==> src/rtl/cam_pkg.sv <==
// Shared constants and state encoding for the camera frame capture path.
package cam_pkg;

    localparam int unsigned H_RES        = 320;
    localparam int unsigned V_RES        = 240;
    localparam int unsigned FRAME_PIXELS = H_RES * V_RES;
    localparam int unsigned SPLIT_ADDR   = 32768;

    typedef enum logic [1:0] {
        ST_IDLE      = 2'd0,
        ST_WAIT_SYNC = 2'd1,
        ST_CAPTURE   = 2'd2,
        ST_HOLD      = 2'd3
    } cap_state_t;

endpackage

==> src/rtl/sync_edge_det.sv <==
// Two-flop synchronizer followed by a rising-edge detector for an
// asynchronous level input.
module sync_edge_det (
    input  logic pclk,
    input  logic rst_n,
    input  logic async_in,
    output logic rise
);

    logic [1:0] sync_q;
    logic [1:0] sync_d;
    logic       prev_q;
    logic       prev_d;

    // Shift the raw input through the synchronizer and keep one delayed copy.
    always_comb begin
        sync_d = {sync_q[0], async_in};
        prev_d = sync_q[1];
    end

    // Synchronizer and edge-history registers.
    always_ff @(posedge pclk or negedge rst_n) begin
        if (!rst_n) begin
            sync_q <= 2'b00;
            prev_q <= 1'b0;
        end else begin
            sync_q <= sync_d;
            prev_q <= prev_d;
        end
    end

    assign rise = sync_q[1] & ~prev_q;

endmodule

==> src/rtl/frame_capture_ctrl.sv <==
// Frame capture controller: routes camera pixel writes into a split
// low/high frame RAM pair, double-buffers complete frames and supports
// a freeze / single-snapshot mode.
//
// state     | meaning
// ----------+------------------------------------------------------------
// IDLE      | camera not configured; no writes
// WAIT_SYNC | waiting for VSYNC falling edge (start of next frame)
// CAPTURE   | writing pixels; frame evaluated on VSYNC rising edge
// HOLD      | frozen display; no writes until snapshot or unfreeze
module frame_capture_ctrl #(
    parameter int unsigned FRAME_PIXELS = cam_pkg::FRAME_PIXELS,
    parameter int unsigned SPLIT_ADDR   = cam_pkg::SPLIT_ADDR
) (
    input  logic        pclk,
    input  logic        rst_n,
    input  logic        config_done,
    input  logic        cam_vsync,
    input  logic        cam_we,
    input  logic [16:0] cam_addr,
    input  logic [15:0] cam_data,
    input  logic        freeze_sw,
    input  logic        snap_btn,
    output logic        wren_lo,
    output logic        wren_hi,
    output logic [15:0] wraddr,
    output logic [15:0] wrdata,
    output logic        wr_bank,
    output logic        disp_bank,
    output logic        frame_done,
    output logic [7:0]  frame_cnt,
    output logic        err_short,
    output logic        err_ovf,
    output logic        busy
);

    import cam_pkg::*;

    localparam logic [16:0] FRAME_LIM = 17'(FRAME_PIXELS);
    localparam logic [16:0] SPLIT_LIM = 17'(SPLIT_ADDR);

    cap_state_t  state_q, state_d;
    logic        vsync_q, vsync_d;
    logic        vsync_prev_q, vsync_prev_d;
    logic [16:0] pix_cnt_q, pix_cnt_d;
    logic        wr_bank_q, wr_bank_d;
    logic        disp_bank_q, disp_bank_d;
    logic        frame_done_q, frame_done_d;
    logic [7:0]  frame_cnt_q, frame_cnt_d;
    logic        err_short_q, err_short_d;
    logic        err_ovf_q, err_ovf_d;
    logic        snap_armed_q, snap_armed_d;
    logic        wren_lo_q, wren_lo_d;
    logic        wren_hi_q, wren_hi_d;
    logic [15:0] wraddr_q, wraddr_d;
    logic [15:0] wrdata_q, wrdata_d;

    logic        snap_rise;
    logic        frame_start;
    logic        frame_end;
    logic        in_capture;
    logic        pix_valid;
    logic        pix_lo;
    logic        pix_wr;
    logic        pix_ovf;
    logic [16:0] pix_cnt_inc;
    logic        frame_full;
    logic [15:0] addr_hi_off;

    sync_edge_det u_snap_sync (
        .pclk     (pclk),
        .rst_n    (rst_n),
        .async_in (snap_btn),
        .rise     (snap_rise)
    );

    // VSYNC edge detection on the once-registered copy and pixel qualification.
    always_comb begin
        vsync_d      = cam_vsync;
        vsync_prev_d = vsync_q;
        frame_start  = vsync_prev_q & ~vsync_q;
        frame_end    = ~vsync_prev_q & vsync_q;
        in_capture   = (state_q == ST_CAPTURE);
        pix_valid    = (cam_addr < FRAME_LIM);
        pix_lo       = (cam_addr < SPLIT_LIM);
        pix_wr       = in_capture & config_done & cam_we & pix_valid;
        pix_ovf      = in_capture & config_done & cam_we & ~pix_valid;
        addr_hi_off  = 16'(cam_addr - SPLIT_LIM);
        // The write that coincides with frame end still counts toward the frame.
        if (pix_wr && (pix_cnt_q < FRAME_LIM)) begin
            pix_cnt_inc = pix_cnt_q + 17'd1;
        end else begin
            pix_cnt_inc = pix_cnt_q;
        end
        frame_full = (pix_cnt_inc == FRAME_LIM);
    end

    // Write routing to the low/high RAM with one cycle of registration.
    always_comb begin
        wren_lo_d = pix_wr & pix_lo;
        wren_hi_d = pix_wr & ~pix_lo;
        wraddr_d  = wraddr_q;
        wrdata_d  = wrdata_q;
        if (pix_wr) begin
            wraddr_d = pix_lo ? cam_addr[15:0] : addr_hi_off;
            wrdata_d = cam_data;
        end
    end

    // Capture sequencing, frame evaluation and bank swap.
    always_comb begin
        state_d      = state_q;
        pix_cnt_d    = pix_cnt_q;
        wr_bank_d    = wr_bank_q;
        disp_bank_d  = disp_bank_q;
        frame_done_d = 1'b0;
        frame_cnt_d  = frame_cnt_q;
        err_short_d  = err_short_q;
        err_ovf_d    = err_ovf_q | pix_ovf;
        snap_armed_d = snap_armed_q;

        if (!config_done) begin
            // Losing configuration abandons any frame in flight.
            state_d      = ST_IDLE;
            snap_armed_d = 1'b0;
        end else begin
            case (state_q)
                ST_IDLE: begin
                    state_d = ST_WAIT_SYNC;
                end
                ST_WAIT_SYNC: begin
                    if (frame_start) begin
                        state_d   = ST_CAPTURE;
                        pix_cnt_d = 17'd0;
                    end
                end
                ST_CAPTURE: begin
                    pix_cnt_d = pix_cnt_inc;
                    if (frame_end) begin
                        if (frame_full) begin
                            disp_bank_d  = wr_bank_q;
                            wr_bank_d    = ~wr_bank_q;
                            frame_done_d = 1'b1;
                            frame_cnt_d  = frame_cnt_q + 8'd1;
                        end else begin
                            err_short_d = 1'b1;
                        end
                        // A snapshot frame always lands in HOLD, even if short.
                        state_d      = (freeze_sw || snap_armed_q) ? ST_HOLD : ST_WAIT_SYNC;
                        snap_armed_d = 1'b0;
                    end
                end
                ST_HOLD: begin
                    if (snap_rise) begin
                        state_d      = ST_WAIT_SYNC;
                        snap_armed_d = 1'b1;
                    end else if (!freeze_sw) begin
                        state_d = ST_WAIT_SYNC;
                    end
                end
                default: begin
                    state_d = ST_IDLE;
                end
            endcase
        end
    end

    // State, status and write-port registers.
    always_ff @(posedge pclk or negedge rst_n) begin
        if (!rst_n) begin
            state_q      <= ST_IDLE;
            vsync_q      <= 1'b0;
            vsync_prev_q <= 1'b0;
            pix_cnt_q    <= 17'd0;
            wr_bank_q    <= 1'b0;
            disp_bank_q  <= 1'b1;
            frame_done_q <= 1'b0;
            frame_cnt_q  <= 8'd0;
            err_short_q  <= 1'b0;
            err_ovf_q    <= 1'b0;
            snap_armed_q <= 1'b0;
            wren_lo_q    <= 1'b0;
            wren_hi_q    <= 1'b0;
            wraddr_q     <= 16'd0;
            wrdata_q     <= 16'd0;
        end else begin
            state_q      <= state_d;
            vsync_q      <= vsync_d;
            vsync_prev_q <= vsync_prev_d;
            pix_cnt_q    <= pix_cnt_d;
            wr_bank_q    <= wr_bank_d;
            disp_bank_q  <= disp_bank_d;
            frame_done_q <= frame_done_d;
            frame_cnt_q  <= frame_cnt_d;
            err_short_q  <= err_short_d;
            err_ovf_q    <= err_ovf_d;
            snap_armed_q <= snap_armed_d;
            wren_lo_q    <= wren_lo_d;
            wren_hi_q    <= wren_hi_d;
            wraddr_q     <= wraddr_d;
            wrdata_q     <= wrdata_d;
        end
    end

    assign wren_lo    = wren_lo_q;
    assign wren_hi    = wren_hi_q;
    assign wraddr     = wraddr_q;
    assign wrdata     = wrdata_q;
    assign wr_bank    = wr_bank_q;
    assign disp_bank  = disp_bank_q;
    assign frame_done = frame_done_q;
    assign frame_cnt  = frame_cnt_q;
    assign err_short  = err_short_q;
    assign err_ovf    = err_ovf_q;
    assign busy       = (state_q == ST_CAPTURE);

endmodule

==> config.mk <==
export PLATFORM = sky130hd
export DESIGN_NAME = frame_capture_ctrl
export DESIGN_NICKNAME = d
export VERILOG_FILES = /design/src/rtl/cam_pkg.sv /design/src/rtl/sync_edge_det.sv /design/src/rtl/frame_capture_ctrl.sv
export SDC_FILE = /design/constraint.sdc
export NUM_CORES = 1
export LEC_CHECK = 0
export CAP_MARGIN = 30
export CORE_UTILIZATION = 30
export DETAILED_ROUTE_END_ITERATION = 12
export PLACE_DENSITY_LB_ADDON = 0.3
export SLEW_MARGIN = 20
export SYNTH_ARGS = -nofsm -noshare
export SYNTH_HDL_FRONTEND = slang
export SYNTH_SLANG_ARGS = --single-unit
export TNS_END_PERCENT = 10
==> constraint.sdc <==
create_clock -name pclk -period 3.8 [get_ports pclk]
set_input_delay 0.76 -clock pclk [delete_from_list [all_inputs] [get_ports pclk]]
set_output_delay 0.76 -clock pclk [all_outputs]
set_load 0.01 [all_outputs]
==> impl_metrics.yaml <==
status:
  status: "complete, but fails checks"
  violations: "design-rule violations"
sta:
  fin_skew_ps: 4.421
  slew_violations: 0
  fmax_ghz: 0.3182
  worst_slack_ps: 657.1
  finalCritPeriodShare: 0.8271
  hold_violations: 0
  relSlewSlack: 0.4936
  worst_pin_slew_ps: 757.4
  min_period_ps: 3143
  tns_ps: 0
  rsz0062_at_grt: "no"
  setup_viol: 0
synth:
  synthArstFlopShare: 1.000
  yosys.area.top_type_share: 0.4956
  synth-edff-count: 0
  syn_avg_cell_area_um2: 9.075
  yosysSeqAreaShare: 0.5030
  yosysTopAreaCell: "dfrtp_1"
  ys_ff_latch: 72
  synth_fp_nets: 441
  ys.flop_type: "dfrtp_1"
  yosysWarnings: 0
  synth_cell_types: 57
  synth_area_um2: 3585
  synth_area_leaders: "dfrtp_1 (50%), nand2_1 (12%), o21ai_0 (3.9%)"
  synthesis.instances: 395
detailed_routing:
  drc: 2
  via_per_inst: 4.965
  dr.pass1.iters: 8
  ant_nets: 0
  wl_per_cell_um: 14.19
  initialDrtViolationCount: 219
  vias: 3123
  finalWirelength_um: 8926
pwr:
  power.total_w: 0.002488
  irDropWorstVdd_uv: 321.8
  power_density_nw_per_um2: 506.0
  p_leak_nw: 2.217
worst_hold_path:
  hold_class: "flip-flop to flip-flop"
  holdPathStages: 0
  hp-start: "u_snap_sync.sync_q[0]$_DFF_PN0_"
  holdPathEnd: "u_snap_sync.sync_q[1]$_DFF_PN0_"
layout:
  post_route_cells_drive_above_1_share: 0.08642
  ff_latch_area_um2: 1803
  num_antenna_cells: 0
  final_cell_mix: "nand2_1 (114), clkdlybuf4s50_1 (86), dfrtp_1 (71), o21ai_0 (28), nor2_1 (19)"
  area_growth_pct: 37.14
  fillerInstances: 1147
  layout.cells.non_filler: 629
  final_common_cell: "nand2_1"
  multi_input_area_um2: 1663
  nets: 527
floorplan:
  die_w_um: 111.3
  die-area_um2: 12390
  initial_utilization: 0.3113
  core_area_um2: 11520
  die_h_um: 111.3
  ioPinCount: 88
  num_rows: 39
global_routing:
  grt_max_degree: 73
  grt_util_all_layers: 0.1519
  grt_pass1_wl_um: 15290
  antenna_found_initial: 0
  grt_pass1_vias: 3199
  grt-ovfl-total: 0
clocking:
  h-tree-depth: 3
  cts_buffer_depth: 2
  cts_root_buf: "clkbuf_16"
  worstSkewPairLatency_ps: 330
  cts_resized: 0
  cts_tree: "yes"
  cts.hold.buffers_added: 0
  clkTransAtPathRegs_ps: 60
  post_cts_buffers: 0
  clock_sinks: 72
  numCtsBuffers: 9
critical_path:
  worstPathArrival_ps: 3360
  cp_num_buf_inv: 1
  reg2reg_slack_ps: 750
  critPathLaunchType: "input pin"
  cpMaxStageDelayCell: "clkdlybuf4s50_1"
  cp-end-kind: "flip-flop"
  crit_path_start: "cam_addr[15]"
  worstSetupPathType: "input pin to flip-flop"
  max_stage_delay_ps: 450
  crit_family: "compound AO/OA/AOI/OAI gates"
  rr_worst_depth: 9
  required_ps: 4010
  rr_startpoint: "state_q[0]$_DFFE_PN0P_"
  r2r_end: "frame_cnt[1]$_DFFE_PN0P_"
  path_max_fanout: 8
  crit_chain: "clkdlybuf4s50_1, o21a_1, a311oi_4, nand2_2, nor3_1, o221ai_2, or2_1, mux2_4"
placement:
  hpwl_um: 6236
  port_buffers: 87
  gp_congestion: 0.9340
  dp.cells: 612
  dpl_worst_slack_ps: 332.1
run:
  max_cap_viol_count: 0
how the worst max path moves through the flow:
stage / slack (ps) / end / depth (start not counted)
after floorplan: 950 / frame_cnt[1]$_DFFE_PN0P_ / 9
after global placement: 420 / frame_cnt[1]$_DFFE_PN0P_ / 8
after detailed placement: 330 / frame_cnt[1]$_DFFE_PN0P_ / 8
after CTS: 690 / frame_cnt[1]$_DFFE_PN0P_ / 8
after global routing: 490 / frame_cnt[1]$_DFFE_PN0P_ / 8
final: 660 / frame_cnt[1]$_DFFE_PN0P_ / 8
kinds of logic after synthesis:
kind of cell               after synthesis  synth area share
buffers and inverters                   26           0.03315
xor gates and xnor gates                 9           0.02199
adders and majority gates                6           0.02094
AOI/OAI and AO/OA                       71            0.1351
and+or+nand+nor                        207            0.2719
muxes                                    4           0.01396
DFF                                     72            0.5030
synthesized netlist by cell type, drive strengths merged (2+ instances only):
master   instances
a211o            2
a21o             2
a21oi            7
a311oi           2
a31oi            7
and3             8
buf              8
clkbuf          12
dfrtp           71
ha               6
inv              6
mux2             2
mux2i            2
nand2          115
nand2b           6
nand3           15
nand3b           2
nand4            8
nand4b           3
nor2            19
nor2b            4
nor3            13
nor4             7
o2111ai          2
o21a             2
o21ai           30
o21bai           2
o31ai            6
or2              2
xnor2            3
xor2             6
flip-flops by register name, summed over array words and instances, names as in the netlist, 2 cells and up:
name	cells
frame_cnt	8
pix_cnt_q	17
state_q	2
u_snap_sync.sync_q	2
wraddr	16
wrdata	16
report_power, final:
part           internal (W)  total [W]  switching, W
Combinational      0.000357   0.000628      0.000271
Sequential         0.000918    0.00101     0.0000895
Clock              0.000541   0.000853      0.000312
Total               0.00182    0.00249      0.000672
per-layer routing:
layer | routed length, µm | part of all wire | GRT usage
met4 | 92 | 0.010 | 0.05586
met1 | 3901 | 0.44 | 0.1866
met5 | 0 | 0 | 0
met3 | 776 | 0.087 | 0.05631
met2 | 4156 | 0.47 | 0.2438
per-stage QoR:
step	cell area, µm²	hold WS [ps]	util
2_1_floorplan	3585	331.2	-
3_3_place_gp	4588	332.1	0.3984
3_5_place_dp	4588	352.9	0.3984
4_1_cts	4896	366.2	0.4251
5_1_grt	4916	376.1	0.4269
6_report	4916	364.5	0.4269
final cells by class:
class,count,area share
clock buffer,11,0.05141
clock inverter,5,0.01120
inverter,6,0.004581
multi-input combinational,297,0.3383
sequential,72,0.3668
tap,143,0.03640
timing repair buffer,95,0.1914
worst reg2reg max path, delay by kind of cell (launching register included):
kind / cells / cell delay (ps)
DFF: 1 / 420
AOI/OAI and AO/OA: 2 / 640
muxes: 1 / 320
buffers and inverters: 1 / 90
adders and majority gates: 1 / 390
and+or+nand+nor: 4 / 1070
(Power assumes the default switching activity.)
